### src/rtl/dmem_arbiter.sv
// Data-memory arbiter: grants the single memory port to the CPU MEM stage or an
// AUX requester, sequences req/ack with timeout, and drives the pipeline stall.
module dmem_arbiter #(
  parameter int ADDR_W     = 32,
  parameter int DATA_W     = 32,
  parameter int MAX_STREAK = 4,
  parameter int TIMEOUT    = 16,
  parameter int CNT_W      = 32
) (
  input  logic              clk,
  input  logic              reset,
  input  logic              cpu_req,
  input  logic              cpu_we,
  input  logic [ADDR_W-1:0] cpu_addr,
  input  logic [DATA_W-1:0] cpu_wdata,
  output logic [DATA_W-1:0] cpu_rdata,
  output logic              cpu_done,
  output logic              cpu_stall,
  input  logic              aux_valid,
  input  logic              aux_we,
  input  logic [ADDR_W-1:0] aux_addr,
  input  logic [DATA_W-1:0] aux_wdata,
  output logic [DATA_W-1:0] aux_rdata,
  output logic              aux_ready,
  output logic              mem_req,
  output logic              mem_we,
  output logic [ADDR_W-1:0] mem_addr,
  output logic [DATA_W-1:0] mem_wdata,
  input  logic              mem_ack,
  input  logic [DATA_W-1:0] mem_rdata,
  output logic              bus_err,
  output logic [CNT_W-1:0]  stall_cycles
);

  localparam int SW = $clog2(MAX_STREAK + 1);
  localparam int TW = $clog2(TIMEOUT + 1);

  typedef enum logic [1:0] {IDLE, CPU, AUX} state_t;

  state_t        state;
  logic [SW-1:0] streak;
  logic [TW-1:0] timer;
  logic          pulse, cpu_elig, aux_elig, grant_cpu, grant_aux, expired;

  // No grant while any completion pulse is out: the finished requester has not
  // had a chance to withdraw yet.
  always_comb begin
    pulse     = cpu_done | aux_ready;
    cpu_elig  = cpu_req & ~pulse;
    aux_elig  = aux_valid & ~pulse;
    grant_cpu = (state == IDLE) && cpu_elig && (!aux_elig || (streak < SW'(MAX_STREAK)));
    grant_aux = (state == IDLE) && aux_elig && !grant_cpu;
    expired   = (timer == TW'(TIMEOUT - 1));
    cpu_stall = cpu_req & ~cpu_done & ~reset;
  end

  always_ff @(posedge clk or posedge reset) begin
    if (reset) begin
      state        <= IDLE;
      streak       <= '0;
      timer        <= '0;
      mem_req      <= 1'b0;
      mem_we       <= 1'b0;
      mem_addr     <= '0;
      mem_wdata    <= '0;
      cpu_done     <= 1'b0;
      aux_ready    <= 1'b0;
      cpu_rdata    <= '0;
      aux_rdata    <= '0;
      bus_err      <= 1'b0;
      stall_cycles <= '0;
    end else begin
      cpu_done  <= 1'b0;
      aux_ready <= 1'b0;
      if (cpu_stall && (stall_cycles != '1))
        stall_cycles <= stall_cycles + 1'b1;

      case (state)
        IDLE: begin
          if (grant_cpu) begin
            state     <= CPU;
            mem_req   <= 1'b1;
            mem_we    <= cpu_we;
            mem_addr  <= cpu_addr;
            mem_wdata <= cpu_wdata;
            timer     <= '0;
            if (!aux_valid)
              streak <= '0;
            else if (streak != SW'(MAX_STREAK))
              streak <= streak + 1'b1;
          end else if (grant_aux) begin
            state     <= AUX;
            mem_req   <= 1'b1;
            mem_we    <= aux_we;
            mem_addr  <= aux_addr;
            mem_wdata <= aux_wdata;
            timer     <= '0;
            streak    <= '0;
          end
        end
        CPU, AUX: begin
          if (mem_ack || expired) begin
            state   <= IDLE;
            mem_req <= 1'b0;
            if (!mem_ack)
              bus_err <= 1'b1;
            // Timeout forces rdata to zero; a write ack keeps the old value.
            if (state == CPU) begin
              cpu_done <= 1'b1;
              if (!mem_ack)     cpu_rdata <= '0;
              else if (!mem_we) cpu_rdata <= mem_rdata;
            end else begin
              aux_ready <= 1'b1;
              if (!mem_ack)     aux_rdata <= '0;
              else if (!mem_we) aux_rdata <= mem_rdata;
            end
          end else begin
            timer <= timer + 1'b1;
          end
        end
        default: state <= IDLE;
      endcase
    end
  end

endmodule

### config.mk
export PLATFORM = sky130hd
export DESIGN_NAME = dmem_arbiter
export DESIGN_NICKNAME = d
export VERILOG_FILES = /design/src/rtl/dmem_arbiter.sv
export SDC_FILE = /design/constraint.sdc
export NUM_CORES = 1
export LEC_CHECK = 0
export ABC_AREA = 1
export CAP_MARGIN = 0
export CORE_UTILIZATION = 44
export CTS_BUF_LIST = sky130_fd_sc_hd__clkbuf_16
export DETAILED_ROUTE_END_ITERATION = 7
export PLACE_DENSITY = 0.87
export SLEW_MARGIN = 25
export SYNTH_ARGS = -nofsm -noshare
export SYNTH_HDL_FRONTEND = slang
export SYNTH_SLANG_ARGS = --single-unit
### constraint.sdc
create_clock -name clk -period 6.7 [get_ports clk]
set_input_delay 0.67 -clock clk [delete_from_list [all_inputs] [get_ports clk]]
set_output_delay 0.67 -clock clk [all_outputs]
set_load 0.02 [all_outputs]
==> impl_results.md <==
* Status: completed
* Mean number of vias per cell at 5.459
* Clock Power Share at 19.1%
* Timing-limited maximum frequency at 344.1 MHz
* Areal power density over the cells at 445.1 mW/mm^2
* Required time of the critical path at 6030 ps
* Aggregate routed wire length at 27,270 um
* Relative slew slack at 37.23%
* Post-synthesis cell count at 978
* Area fraction of the dominant cell type after synthesis at 52.42%
* Timing startpoint of the critical path: cpu_req
* Routability congestion estimate at 0.9045
* Top layer reached by signal wires: met4
* Sort of element at the start of the critical path: primary input
* Setup repair after global routing missed its margin: false
* Post-synthesis cell area at 0.008354 mm^2
* Clock tree from TritonCTS: done
* Sw power at 2.213 mW
* Cell-internal power at 3.307 mW
* YS warnings at 0
* Number of buffers added to fix hold violations after cts at 0
* Layout area overhead at 48.46%
* Chip Width at 139.8 um
* Sum of overflow across all layers after global routing at 0
* Number of buffers inserted by port buffering at 332
* Pre-Repair DR Iteration Count at 6
* Total track usage at 28.38%
* Hold Vio Cnt, Final at 0
* Number of synthesized register bits at 175
* IO Pins at 333
* Die ar. at 0.01954 mm^2
* WL met2 at 12,780 um
* Top library cells by usage in the layout, fill and taps aside: 332 x sky130_fd_sc_hd__clkdlybuf4s50_1, 306 x sky130_fd_sc_hd__nand2_1, 175 x sky130_fd_sc_hd__dfrtp_1
* Signal arrival time at the worst endpoint at 2240 ps
* Count of cell types in the netlist at 27
* Total count of max-transition violations in the final report at 0
* Number of H-tree levels at 4
* Ys flop type: sky130_fd_sc_hd__dfrtp_1
* Clock Tree Root: sky130_fd_sc_hd__clkbuf_16
* Detailed router's first-iteration violation count at 741
* WL met3 at 2308 um
* Switching part of the total power at 40.09%
* Commonest non-fill, non-tap cell in the layout: sky130_fd_sc_hd__clkdlybuf4s50_1
* First-pass GRT wire length at 43,660 um
* Total routed wire length on the met1 layer at 11,350 um
* Library cell with the largest summed area after synthesis: sky130_fd_sc_hd__dfrtp_1
* Placeable core area at 0.01864 mm^2
* HPWL reported at the end of detailed placement at 18,670 um
* Number of setup buffers added after CTS at 0
* Max-cap violations at 0
* Critical path endpoint category: output pin
* Proportion of layout cells with a drive suffix above 1 at 4.814%
* Final clock skew at 10.84 ps
* Pin count of the biggest net entering global routing at 99
* Utilization after layout at 66.53%
* Number of buffers added by the clock tree synthesis step at 17
* Leakage Power at 5.281 nW
* Average detailed-routed wire length per instance at 17.92 um
* Power consumption at 5.521 mW
* Part of the cycle the worst path needs at 43.38%
* Antenna-violating nets left at 0
* Number of synthesized flops with an enable pin at 0
* Register share of total power at 32.0%
* Remaining design rule violation count at 0
* Category of the most critical setup path: primary input to output pin
* Vias in the first global route at 7,999
* Final Net Count at 1,450
* Top area cells in the synthesized netlist: sky130_fd_sc_hd__dfrtp_1 52%, sky130_fd_sc_hd__nand2_1 14%, sky130_fd_sc_hd__o21ai_0 8.4%
* Clock transition at path regs at 70 ps
* Number of clock sinks seen by CTS at 175
* Total nets after synthesis at 1,153
* Post-Route Setup TNS at 0 ps
* Average instance area after synthesis at 8.542 um^2
* Clock buffer depth at 2
* Antenna diodes at 0
* Worst hold path class: register to register
* Transition time at the pin with the least slew margin at 941.5 ps
* Clock latency reported for the late side of the worst-skew pair at 430 ps
* Row count at 50
* Reg2Reg Launch Point: aux_ready
* Launch instance of the worst min-delay path: bus_err
* Post-synth ARST share at 100.0%
* Vert. Die Dim at 139.8 um
* Initial antenna violation count at 0
* Crit Path Max Fanout at 3
* Part of the total power dissipated in combinational logic at 48.9%
* Sequential area share after synthesis at 52.42%
* Worst setup timing slack at the placement stage at 3530 ps
* Post-CTS sizing at 0
* Clock period minus worst slack at 2906 ps
* Peak supply drop at 0.3070 mV
* Final setup fails at 0
* Total vias in the final route at 8,308
* Crit path setup slack, layout at 3794 ps
* Starting density of the core at 44.81%
-- per-layer routing --
| layer | global-route usage, % | up-vias |
|---|---|---|
| met1 | 37.11 | 3945 |
| li1 | - | 3906 |
| met2 | 45.13 | 394 |
| met5 | 0 | - |
| met4 | 10.41 | 0 |
| met3 | 7.708 | 63 |
-- worst paths after layout --
check / to / slack [ps] / depth (start not counted)
worst max-delay path: cpu_stall / 3790 / 4
max in group asynchronous: cpu_rdata[18] / 4580 / 3
worst max register to register: mem_addr[20] / 4170 / 5
worst min-delay path: bus_err / 470 / 1
worst min register to register: bus_err / 470 / 1
min in group asynchronous: aux_rdata[10] / 800 / 2
-- logic make-up (layout without fill, tap and decap cells) --
family | count (synthesis) | after routing | synth area share (%)
AOI/OAI and AO/OA | 212 | 212 | 15.65
xor gates and xnor gates | 14 | 14 | 1.468
adders and majority gates | 8 | 8 | 1.198
buffers and inverters | 103 | 413 | 5.197
DFF | 175 | 175 | 52.42
and+or+nand+nor | 466 | 466 | 24.07
-- synth_stat cells, types with 4 or more instances --
| cell type | n |
|---|---|
| sky130_fd_sc_hd__nand2_1 | 307 |
| sky130_fd_sc_hd__dfrtp_1 | 175 |
| sky130_fd_sc_hd__o21ai_0 | 140 |
| sky130_fd_sc_hd__nand4_1 | 67 |
| sky130_fd_sc_hd__a2bb2oi_1 | 65 |
| sky130_fd_sc_hd__nor2_1 | 54 |
| sky130_fd_sc_hd__clkbuf_1 | 44 |
| sky130_fd_sc_hd__inv_1 | 39 |
| sky130_fd_sc_hd__nand3_1 | 19 |
| sky130_fd_sc_hd__xor2_1 | 10 |
| sky130_fd_sc_hd__buf_2 | 9 |
| sky130_fd_sc_hd__ha_1 | 8 |
| sky130_fd_sc_hd__buf_4 | 5 |
| sky130_fd_sc_hd__nand2_2 | 5 |
| sky130_fd_sc_hd__o21ai_1 | 5 |
| sky130_fd_sc_hd__nor2_2 | 4 |
| sky130_fd_sc_hd__xnor2_1 | 4 |
-- stage by stage --
stage / cell area, um^2 / cells / hold WS, ps
after floorplan: 8354 / 978 / 453.0
after global placement: 11770 / 1490 / 452.7
after detailed placement: 11780 / 1490 / 453.4
after CTS: 12390 / 1522 / 480.8
after global routing: 12400 / 1522 / 500.3
final: 12400 / 1522 / 469.5
-- state kept, by name (all words and copies together) (netlist names), 2 cells and up --
| register | cells |
|---|---|
| mem_addr | 32 |
| timer | 5 |
| aux_rdata | 32 |
| streak | 3 |
| cpu_rdata | 32 |
| stall_cycles | 32 |
| state | 2 |
| mem_wdata | 32 |
-- final cells by class --
type | instances | area [um^2]
fill | 1448 | 6240
inverter | 40 | 160.2
sequential | 175 | 4379
clock buffer | 17 | 425.4
timing repair buffer | 341 | 3395
multi-input combinational | 700 | 3558
tap | 234 | 292.8
clock inverter | 15 | 192.7
-- worst max-delay path, stage by stage --
cell	delay, ps
sky130_fd_sc_hd__clkdlybuf4s50_1	460
sky130_fd_sc_hd__nand2_1	150
sky130_fd_sc_hd__nor2_1	290
sky130_fd_sc_hd__clkdlybuf4s50_1	670
-- power groups by stage --
stage / clock network (mW) / logic [mW] / registers (mW)
after floorplan: 0 / 0.997 / 2.24
after global placement: 0 / 2.63 / 1.75
after detailed placement: 0 / 2.70 / 1.76
after CTS: 1.07 / 2.70 / 1.76
after global routing: 1.11 / 2.89 / 1.81
final: 1.05 / 2.70 / 1.76
No activity file was read; power rests on OpenSTA's default activity.
